===== config.mk =====
export PLATFORM = sky130hd
export DESIGN_NAME = digit_seq_encoder
export DESIGN_NICKNAME = d
export VERILOG_FILES = /design/src/rtl/digit_fsm_pkg.sv /design/src/rtl/digit_fifo.sv /design/src/rtl/digit_seq_encoder.sv
export SDC_FILE = /design/constraint.sdc
export NUM_CORES = 1
export LEC_CHECK = 0
export ABC_AREA = 1
export ABC_CLOCK_PERIOD_IN_PS = 3800
export BUFFER_PORTS_ARGS = -buffer_cell sky130_fd_sc_hd__buf_4
export CORE_MARGIN = 1
export CORE_UTILIZATION = 60
export DETAILED_ROUTE_END_ITERATION = 8
export GPL_ROUTABILITY_DRIVEN = 0
export PLACE_DENSITY = 0.81
export SLEW_MARGIN = 30
export SYNTH_ARGS = -nofsm -noshare
export SYNTH_HDL_FRONTEND = slang
export SYNTH_SLANG_ARGS = --single-unit

===== constraint.sdc =====
create_clock -name clk -period 3.8 [get_ports clk]
set_clock_uncertainty 0.1 [all_clocks]
set_input_delay 0.76 -clock clk [delete_from_list [all_inputs] [get_ports clk]]
set_output_delay 0.76 -clock clk [all_outputs]
set_load 0.005 [all_outputs]

===== src/rtl/digit_fsm_pkg.sv =====
// Shared definitions for the digit-sequence FSM, its encoder and scoreboard.
// State encoding, transition table and digit decode live here only.
package digit_fsm_pkg;

  localparam int DIGIT_W = 3;
  localparam int SYM_W   = 2;

  typedef enum logic [2:0] {
    S0  = 3'd0,
    S1  = 3'd1,
    S2  = 3'd2,
    S4  = 3'd3,
    S3  = 3'd4,
    S5  = 3'd5,
    S6  = 3'd6,
    S3T = 3'd7
  } state_t;

  function automatic state_t next_state(
    input state_t           s,
    input logic [SYM_W-1:0] a
  );
    state_t n;
    n = S0;
    unique case (s)
      S0:  n = (a == 2'd0) ? S1 :
               (a == 2'd3) ? S3 : S2;
      S1:  n = a[1] ? S3 : S2;
      S2: begin
        unique case (a)
          2'd0: n = S0;
          2'd1: n = S4;
          2'd2: n = S3T;
          2'd3: n = S3;
        endcase
      end
      S4:  n = (a == 2'd0) ? S2 : S3;
      S3:  n = (a == 2'd3) ? S5 : S2;
      S5:  n = (a == 2'd3) ? S6 : S2;
      S6:  n = (a == 2'd3) ? S3 : S2;
      S3T: n = (a == 2'd2) ? S1 :
               (a == 2'd3) ? S3 : S2;
    endcase
    return n;
  endfunction

  function automatic logic [DIGIT_W-1:0] digit_of(
    input state_t s
  );
    logic [DIGIT_W-1:0] d;
    d = '0;
    unique case (s)
      S0:  d = 3'd0;
      S1:  d = 3'd1;
      S2:  d = 3'd2;
      S4:  d = 3'd4;
      S3:  d = 3'd3;
      S5:  d = 3'd5;
      S6:  d = 3'd6;
      S3T: d = 3'd3;
    endcase
    return d;
  endfunction

endpackage


===== src/rtl/digit_fifo.sv =====
// Synchronous FIFO; a pop never frees a slot for a push in the same cycle.
// Pointers wrap naturally because DEPTH is a power of two.
module digit_fifo #(
  parameter int WIDTH = 3,
  parameter int DEPTH = 4
) (
  input  logic             clk,
  input  logic             reset,
  input  logic             push,
  input  logic             pop,
  input  logic [WIDTH-1:0] wdata,
  output logic [WIDTH-1:0] rdata,
  output logic             full,
  output logic             empty
);

  localparam int AW = $clog2(DEPTH);

  logic [WIDTH-1:0] mem [DEPTH];
  logic [AW-1:0]    wr_ptr;
  logic [AW-1:0]    rd_ptr;
  logic [AW:0]      count;
  logic             do_push;
  logic             do_pop;

  assign full    = (count == (AW+1)'(DEPTH));
  assign empty   = (count == '0);
  assign do_push = push && !full;
  assign do_pop  = pop && !empty;
  assign rdata   = mem[rd_ptr];

  always_ff @(posedge clk or negedge reset) begin
    if (!reset) begin
      wr_ptr <= '0;
      rd_ptr <= '0;
      count  <= '0;
    end else begin
      if (do_push) wr_ptr <= wr_ptr + AW'(1);
      if (do_pop)  rd_ptr <= rd_ptr + AW'(1);
      unique case ({do_push, do_pop})
        2'b10:   count <= count + (AW+1)'(1);
        2'b01:   count <= count - (AW+1)'(1);
        default: count <= count;
      endcase
    end
  end

  always_ff @(posedge clk) begin
    if (do_push) mem[wr_ptr] <= wdata;
  end

endmodule


===== src/rtl/digit_seq_encoder.sv =====
// Turns a stream of target digits into FSM input symbols using a
// mirror of the FSM state; unreachable targets are dropped and counted.
import digit_fsm_pkg::*;

module digit_seq_encoder #(
  parameter int FIFO_DEPTH = 4,
  parameter int ERR_W      = 8
) (
  input  logic             clk,
  input  logic             reset,
  input  logic             tgt_valid,
  output logic             tgt_ready,
  input  logic [2:0]       tgt_digit,
  output logic             sym_valid,
  input  logic             sym_ready,
  output logic [1:0]       sym,
  output logic             err,
  output logic [ERR_W-1:0] err_count,
  output logic [2:0]       cur_digit
);

  state_t     state;
  state_t     nxt;
  logic       fifo_full;
  logic       fifo_empty;
  logic [2:0] head;
  logic       step;
  logic       found;
  logic [1:0] a_sel;

  digit_fifo #(
    .WIDTH (3),
    .DEPTH (FIFO_DEPTH)
  ) u_fifo (
    .clk   (clk),
    .reset (reset),
    .push  (tgt_valid),
    .pop   (step),
    .wdata (tgt_digit),
    .rdata (head),
    .full  (fifo_full),
    .empty (fifo_empty)
  );

  assign tgt_ready = !fifo_full;
  assign step      = !fifo_empty && (!sym_valid || sym_ready);
  assign cur_digit = digit_of(state);

  // Descending scan so the smallest matching symbol is the one kept.
  always_comb begin
    found = 1'b0;
    a_sel = '0;
    nxt   = state;
    for (int i = 3; i >= 0; i--) begin
      if (digit_of(next_state(state, 2'(i))) == head) begin
        found = 1'b1;
        a_sel = 2'(i);
        nxt   = next_state(state, 2'(i));
      end
    end
  end

  always_ff @(posedge clk or negedge reset) begin
    if (!reset) begin
      state     <= S0;
      sym_valid <= 1'b0;
      sym       <= '0;
      err       <= 1'b0;
      err_count <= '0;
    end else begin
      err <= step && !found;
      if (sym_ready) sym_valid <= 1'b0;
      if (step && found) begin
        sym_valid <= 1'b1;
        sym       <= a_sel;
        state     <= nxt;
      end
      if (step && !found && (err_count != '1))
        err_count <= err_count + ERR_W'(1);
    end
  end

endmodule

Word-level counts from Yosys, hierarchy flattened
Memories as Yosys holds them, arrays and structs flattened.
Cells that the tools add are included.
- register bits: 22
- memory bits (writable): 12
- memory bits (read-only): 120
- input port bits: 7
- logic and storage cells: 77
- memories kept: 6
- add/subtract/negate cells: 5
- eq/ne operators: 15
- mux-type cells: 21
- reductions and logical operators: 22
- memory list (memory ; depth ; width ; rd ports ; clocked after Yosys merged registers in ; wr ports ; RTL line ; RTL):
    (name not given) ; 8 ; 3 ; 1 ; 0 ; 0 ; digit_fsm_pkg.sv:52 ; unique case (s)
    (name not given) ; 8 ; 3 ; 1 ; 0 ; 0 ; digit_fsm_pkg.sv:52 ;
    (name not given) ; 8 ; 3 ; 1 ; 0 ; 0 ; digit_fsm_pkg.sv:52 ;
    (name not given) ; 8 ; 3 ; 1 ; 0 ; 0 ; digit_fsm_pkg.sv:52 ;
    (name not given) ; 8 ; 3 ; 1 ; 0 ; 0 ; digit_fsm_pkg.sv:52 ;
    u_fifo.mem ; 4 ; 3 ; 1 ; 0 ; 1 ; digit_fifo.sv:19 ; logic [WIDTH-1:0] mem [DEPTH];
- operator list (kind ; count):
    $pmux W3 S3 ; 3
    $reduce_or A6 Y1 ; 3
    $eq A3 B3 Y1 const B ; 5
    $eq A3 B3 Y1 ; 4
    $mux W3 ; 4
    $pmux W3 S4 ; 1
    $add A8 B1 Y8 const B ; 1
    $mux W1 ; 8
    $mux W2 ; 4
    $ne A8 B8 Y1 const B ; 1
    $eq A3 B2 Y1 const B ; 2
    $logic_and A1 B1 Y1 ; 6
    $logic_not A3 Y1 ; 2
    $pmux W3 S2 ; 1
    $add A2 B1 Y2 const B ; 2
    $logic_not A1 Y1 ; 4
    $reduce_bool A2 Y1 ; 2
    $reduce_bool A4 Y1 ; 1
    $reduce_or A4 Y1 ; 1
    $add A3 B1 Y3 const B ; 1
    $eq A3 B1 Y1 const B ; 1
    $sub A3 B1 Y3 const B ; 1
    $eq A2 B1 Y1 const B ; 1
    $eq A2 B2 Y1 const B ; 1
    3 further kinds ; 3

Logic depth before layout (Yosys ltp)
An unclocked memory read counts as a cell.
- depth after elaboration: 12
- gate-level depth with buffers: 16

Hierarchy
From an unflattened synthesis, not the netlist that was laid out.
- cells, all modules: 275
- area total of the unflattened synthesis: 2242.2 um^2
- modules (own cells, without submodules) (module ; times used ; cells each ; area an instance (um^2)):
    digit_seq_encoder ; 1 ; 179 ; 1292.5
    digit_fifo ; 1 ; 96 ; 949.7

Worst setup path before layout
Ideal clock, no wire load.
- path type: in2reg
- from: in sym_ready
- to: reg u_fifo.count[2]
- library setup time: 0.131 ns
- data arrival time: 2.072 ns
- data required time: 3.569 ns
- path slack: 1.497 ns
- stages: 8
- cell sequence: nor2_1 a31oi_2 ha_1 inv_1 fa_1 a21oi_1 o21ai_0 xor2_1
- word-level cells in the longest chain between the ends: 5
- elaborated cells between the ends (all ways): 7
- classes of those cells: eq/ne (2); mux (1); reduce/logical (4)
- RTL lines (what ; RTL line ; RTL):
    start: declaration ; digit_seq_encoder.sv:15 ; input logic sym_ready,
    $logic_or A1 B1 Y1 (*) ; digit_seq_encoder.sv:46 ; assign step = !fifo_empty && (!sym_valid || sym_ready);
    $logic_and A1 B1 Y1 (*) ; digit_seq_encoder.sv:46 ;
    $logic_and A1 B1 Y1 (*) ; digit_fifo.sv:29 ; assign do_pop = pop && !empty;
    named net u_fifo.do_pop ; digit_fifo.sv:24 ; logic do_pop;
    $eq A2 B1 Y1 / $eq A2 B2 Y1 (equally long branches) ; digit_fifo.sv:40 ; unique case ({do_push, do_pop})
    $pmux W3 S2 / $reduce_bool A2 Y1 (equally long branches) ; n/a ;
    end signal: assignment ; digit_fifo.sv:41 ; 2'b10: count <= count + (AW+1)'(1);
    end signal: assignment ; digit_fifo.sv:42 ; 2'b01: count <= count - (AW+1)'(1);
    end signal: assignment ; digit_fifo.sv:43 ; default: count <= count;
    end: declaration ; digit_fifo.sv:22 ; logic [AW:0] count;
Mark *: on every way through the listed nets, which the timed path passes. The rest lies on a longest branch.
A chain may end at the register's enable or synchronous reset.

Worst setup path in the final report
- from: reg state[1]
- to: reg err_count[3]
- word-level cells in the longest chain between the ends: 12
- elaborated cells between the ends (all ways): 32
- classes of those cells: eq/ne (11); mux (8); reduce/logical (9); memory (4)
- RTL lines (what ; RTL line ; RTL):
    start: declaration ; digit_seq_encoder.sv:22 ; state_t state;
    start signal: assignment ; digit_seq_encoder.sv:76 ; state <= nxt;
    $eq A3 B2 Y1, or another cell as far along ; digit_fsm_pkg.sv:25 ; unique case (s)
    $reduce_or A6 Y1 (no source line) ; n/a ;
    $pmux W3 S3 ; digit_fsm_pkg.sv:25 ;
    $mem_v2 Z8 W3 ; n/a ;
    $eq A3 B3 Y1 ; digit_seq_encoder.sv:55 ; if (digit_of(next_state(state, 2'(i))) == head) begin
    $mux W1 (3 in series) ; digit_seq_encoder.sv:55 ;
    $mux W1 (*) ; digit_seq_encoder.sv:55 ;
    $logic_not A1 Y1 (*) ; digit_seq_encoder.sv:78 ; if (step && !found && (err_count != '1))
    $logic_and A1 B1 Y1 (*) (2 in series) ; digit_seq_encoder.sv:78 ;
    end signal: assignment ; digit_seq_encoder.sv:79 ; err_count <= err_count + ERR_W'(1);
    end: declaration ; digit_seq_encoder.sv:18 ; output logic [ERR_W-1:0] err_count,
Every way passes the cells marked *; elsewhere a longest branch is shown, timed or not. The select of a mux whose other input is x is not followed.

==> reports/results.ini <==
[floorplan]
die_w_um = 63.6
ios = 23
die_h_um = 63.6
row_count = 22
die-area_um2 = 4050
initial_utilization_pct = 62.2
design.core.area_um2 = 3660

[global_routing]
grt_pass1_vias = 1832
antenna_found_initial = 0
grt_usage_pct = 26.0
grt_overflow = 0
grt_first_pass_wirelength_mm = 7.92
grt_max_degree = 23

[drt]
drc_errors = 0
dr.pass1.iters = 4
num_vias = 1855
drt-total-wl_mm = 4.40
wl_per_cell_um = 12.3
drt_iter0_drc = 91
viasPerCell = 5.18
ant_nets = 0

[clocking]
cts_root_buffer = clkbuf_8
h-tree-depth = 2
cts_setup_buffers = 0
postCtsHoldBufs = 0
cts_buffers = 5
clkLatencyLatePin_ps = 300
clk_transition_reported_paths_ps = 70
tritoncts = built
clockBufferDepth = 2
cts_sinks = 34
post_cts_resize_count = 0

[sta]
relSlewSlack_pct = 73.0
fin_crit_ps = 2430
tns_ps = 0
drv_slew = 0
setup_ws_ps = 1370
hold_violations = 0
tightest_slew_ps = 403
setup_viol = 0
fin_crit_sh_pct = 64.0
rsz0062_at_grt = false
clock.fmax_mhz = 411

[logic_synthesis]
synth-edff-count = 12
synth.most_common_cell = nand2_1
synth_area_um2 = 2280
yosys-top-cells-count = nand2_1 (94), inv_1 (36), dfrtp_1 (22)
netlist_instances = 283
ys_seq_area_share_pct = 40.0
yosysUniqueCellTypes = 25
ys.warnings.count = 0
async_flop_share_pct = 64.7
ys_ff_latch = 34
avgSynthCellArea_um2 = 8.05
yosys.area.top_type = dfrtp_1
synth_area_leaders = dfrtp_1 (24%), edfxtp_1 (16%), nand2_1 (15%)
synth_top_area_share_pct = 24.2
ys.flop_type = dfrtp_1
syn_nets = 303

[critical_path]
path_cells = ha_1 -> inv_1 -> nor2_1 -> inv_1 -> ha_1 -> inv_1 -> nand3_1 -> nand2_2 -> nand3_4 -> nand2_2 -> inv_2 -> nand3_4 -> nand2_1 -> nand2_1
cp-startpoint = state[1]$_DFFE_PN0P_
crit_arrival_ps = 2520
worst-setup-path-type = reg2reg
crit_fanout = 11
r2r_cells = 14
worst_path_most_repeated_cell = inv_1
crit_slowest_cell = dfrtp_1
start_kind = flop
worstSetupEndpointType = flop
r2r_start = state[1]$_DFFE_PN0P_
cp.required_ps = 3880
cpPeakStageDelay_ps = 420

[run]
cap_violations = 0

[final_layout]
fillCellCount = 288
syn_to_final_growth_pct = 12.1
antennaDiodeCount = 0
multiInputGateArea_um2 = 1180
nNetsFinal = 329
regArea_um2 = 911
layout-drive-gt1-share_pct = 19.4

[pwr]
ir_drop_uv = 560
powerDensity_nw_per_um2 = 1000
leakagePower_uw = 0.00137

[worst_hold_path]
hold_class = in2async

[outcome]
status = finished, final reports clean

[placement]
hpwl_mm = 3.38
port_buffers = 22
place_ws_ps = 1250

==> power breakdown <==
group | leakage, µW | total (µW) | switching [µW] | internal [µW]
sequential | 0.000383 | 642 | 119 | 523
clock | 0.0000416 | 261 | 136 | 125
combinational | 0.000946 | 1660 | 1070 | 590
==> state kept, by name, indices dropped and copies added (netlist names) <==
name and flops:
state 3, u_fifo.count 3, sym_valid 1, u_fifo.wr_ptr 2
err_count 8, u_fifo.rd_ptr 2, u_fifo.mem 12, sym 2
err 1
==> final cells by class <==
class / instances / share of cell area (%)
flip-flops and latches: 34 / 35.7
repair buffers: 22 / 6.47
clock buffers: 5 / 2.69
multi-input cells: 206 / 46.2
inverters: 40 / 5.98
clock inverters: 3 / 0.637
well taps: 48 / 2.35
==> metal layers <==
metal,share of wire (%),wire (µm),global-route usage (%)
met1,45,1970,32.2
met2,49,2160,43.2
met3,4.3,189,6.52
met4,1.9,83,10.2
met5,0,0,0
==> layout by cell type, fill, tap and decap left out <==
cell        instances
ha_1               12
nor2_8              1
inv_4               1
inv_1              36
nand4_1            13
nand2_1            94
fa_1                1
nand3_1            20
clkbuf_8            5
clkinvlp_4          1
nand3_4             3
dfrtp_1            22
nor2_2              1
buf_4              22
edfxtp_1           12
xor2_1              8
inv_2               3
a31oi_2             1
nor3_1              1
clkinv_2            1
o21ai_0             6
clkinv_1            1
xnor2_1             3
a21oi_1             3
nand3b_1            1
nand2_4             1
nand3_2             8
nand2_2            12
nor2_1             17
==> worst max-delay path, delay by kind of cell, from the launching register on <==
family | cells | cell delay, ps
adder cells (fa/ha/maj) | 2 | 530
flip-flops | 1 | 420
AND/OR/NAND/NOR | 8 | 830
buffers and inverters | 4 | 420
==> through the flow <==
stage          util [%]  cells  total power [µW]  hold WS, ps  instance area (µm²)
3_5_place_dp       67.4    350              2300          372                 2470
2_1_floorplan         -    283              1940          346                 2280
4_1_cts            69.8    358              2570          244                 2550
5_1_grt            69.8    358              2840          260                 2550
6_report           69.8    358              2560          238                 2550
3_3_place_gp       67.4    350              2240          364                 2470
==> cells by family (layout without fill, tap and decap cells) <==
group	Yosys count	count (layout)	share of synthesized area, %
compound gates	10	10	2.53
xor+xnor	11	11	4.23
fa+ha+maj	13	13	7.47
buf+inv	43	70	8.19
flops	34	34	40.0
simple gates	172	172	37.6
==> path summary, 6_finish.rpt <==
path,to,slack [ps]
setup / recovery,err_count[3]$_DFFE_PN0P_,1370
hold / removal,state[2]$_DFFE_PN0P_,240
setup reg to reg,err_count[3]$_DFFE_PN0P_,1370
hold reg to reg,u_fifo.count[0]$_DFFE_PN0P_,390
max in group asynchronous,u_fifo.count[0]$_DFFE_PN0P_,3140
min in group clk,u_fifo.count[0]$_DFFE_PN0P_,390
(Power assumes the default switching activity.)
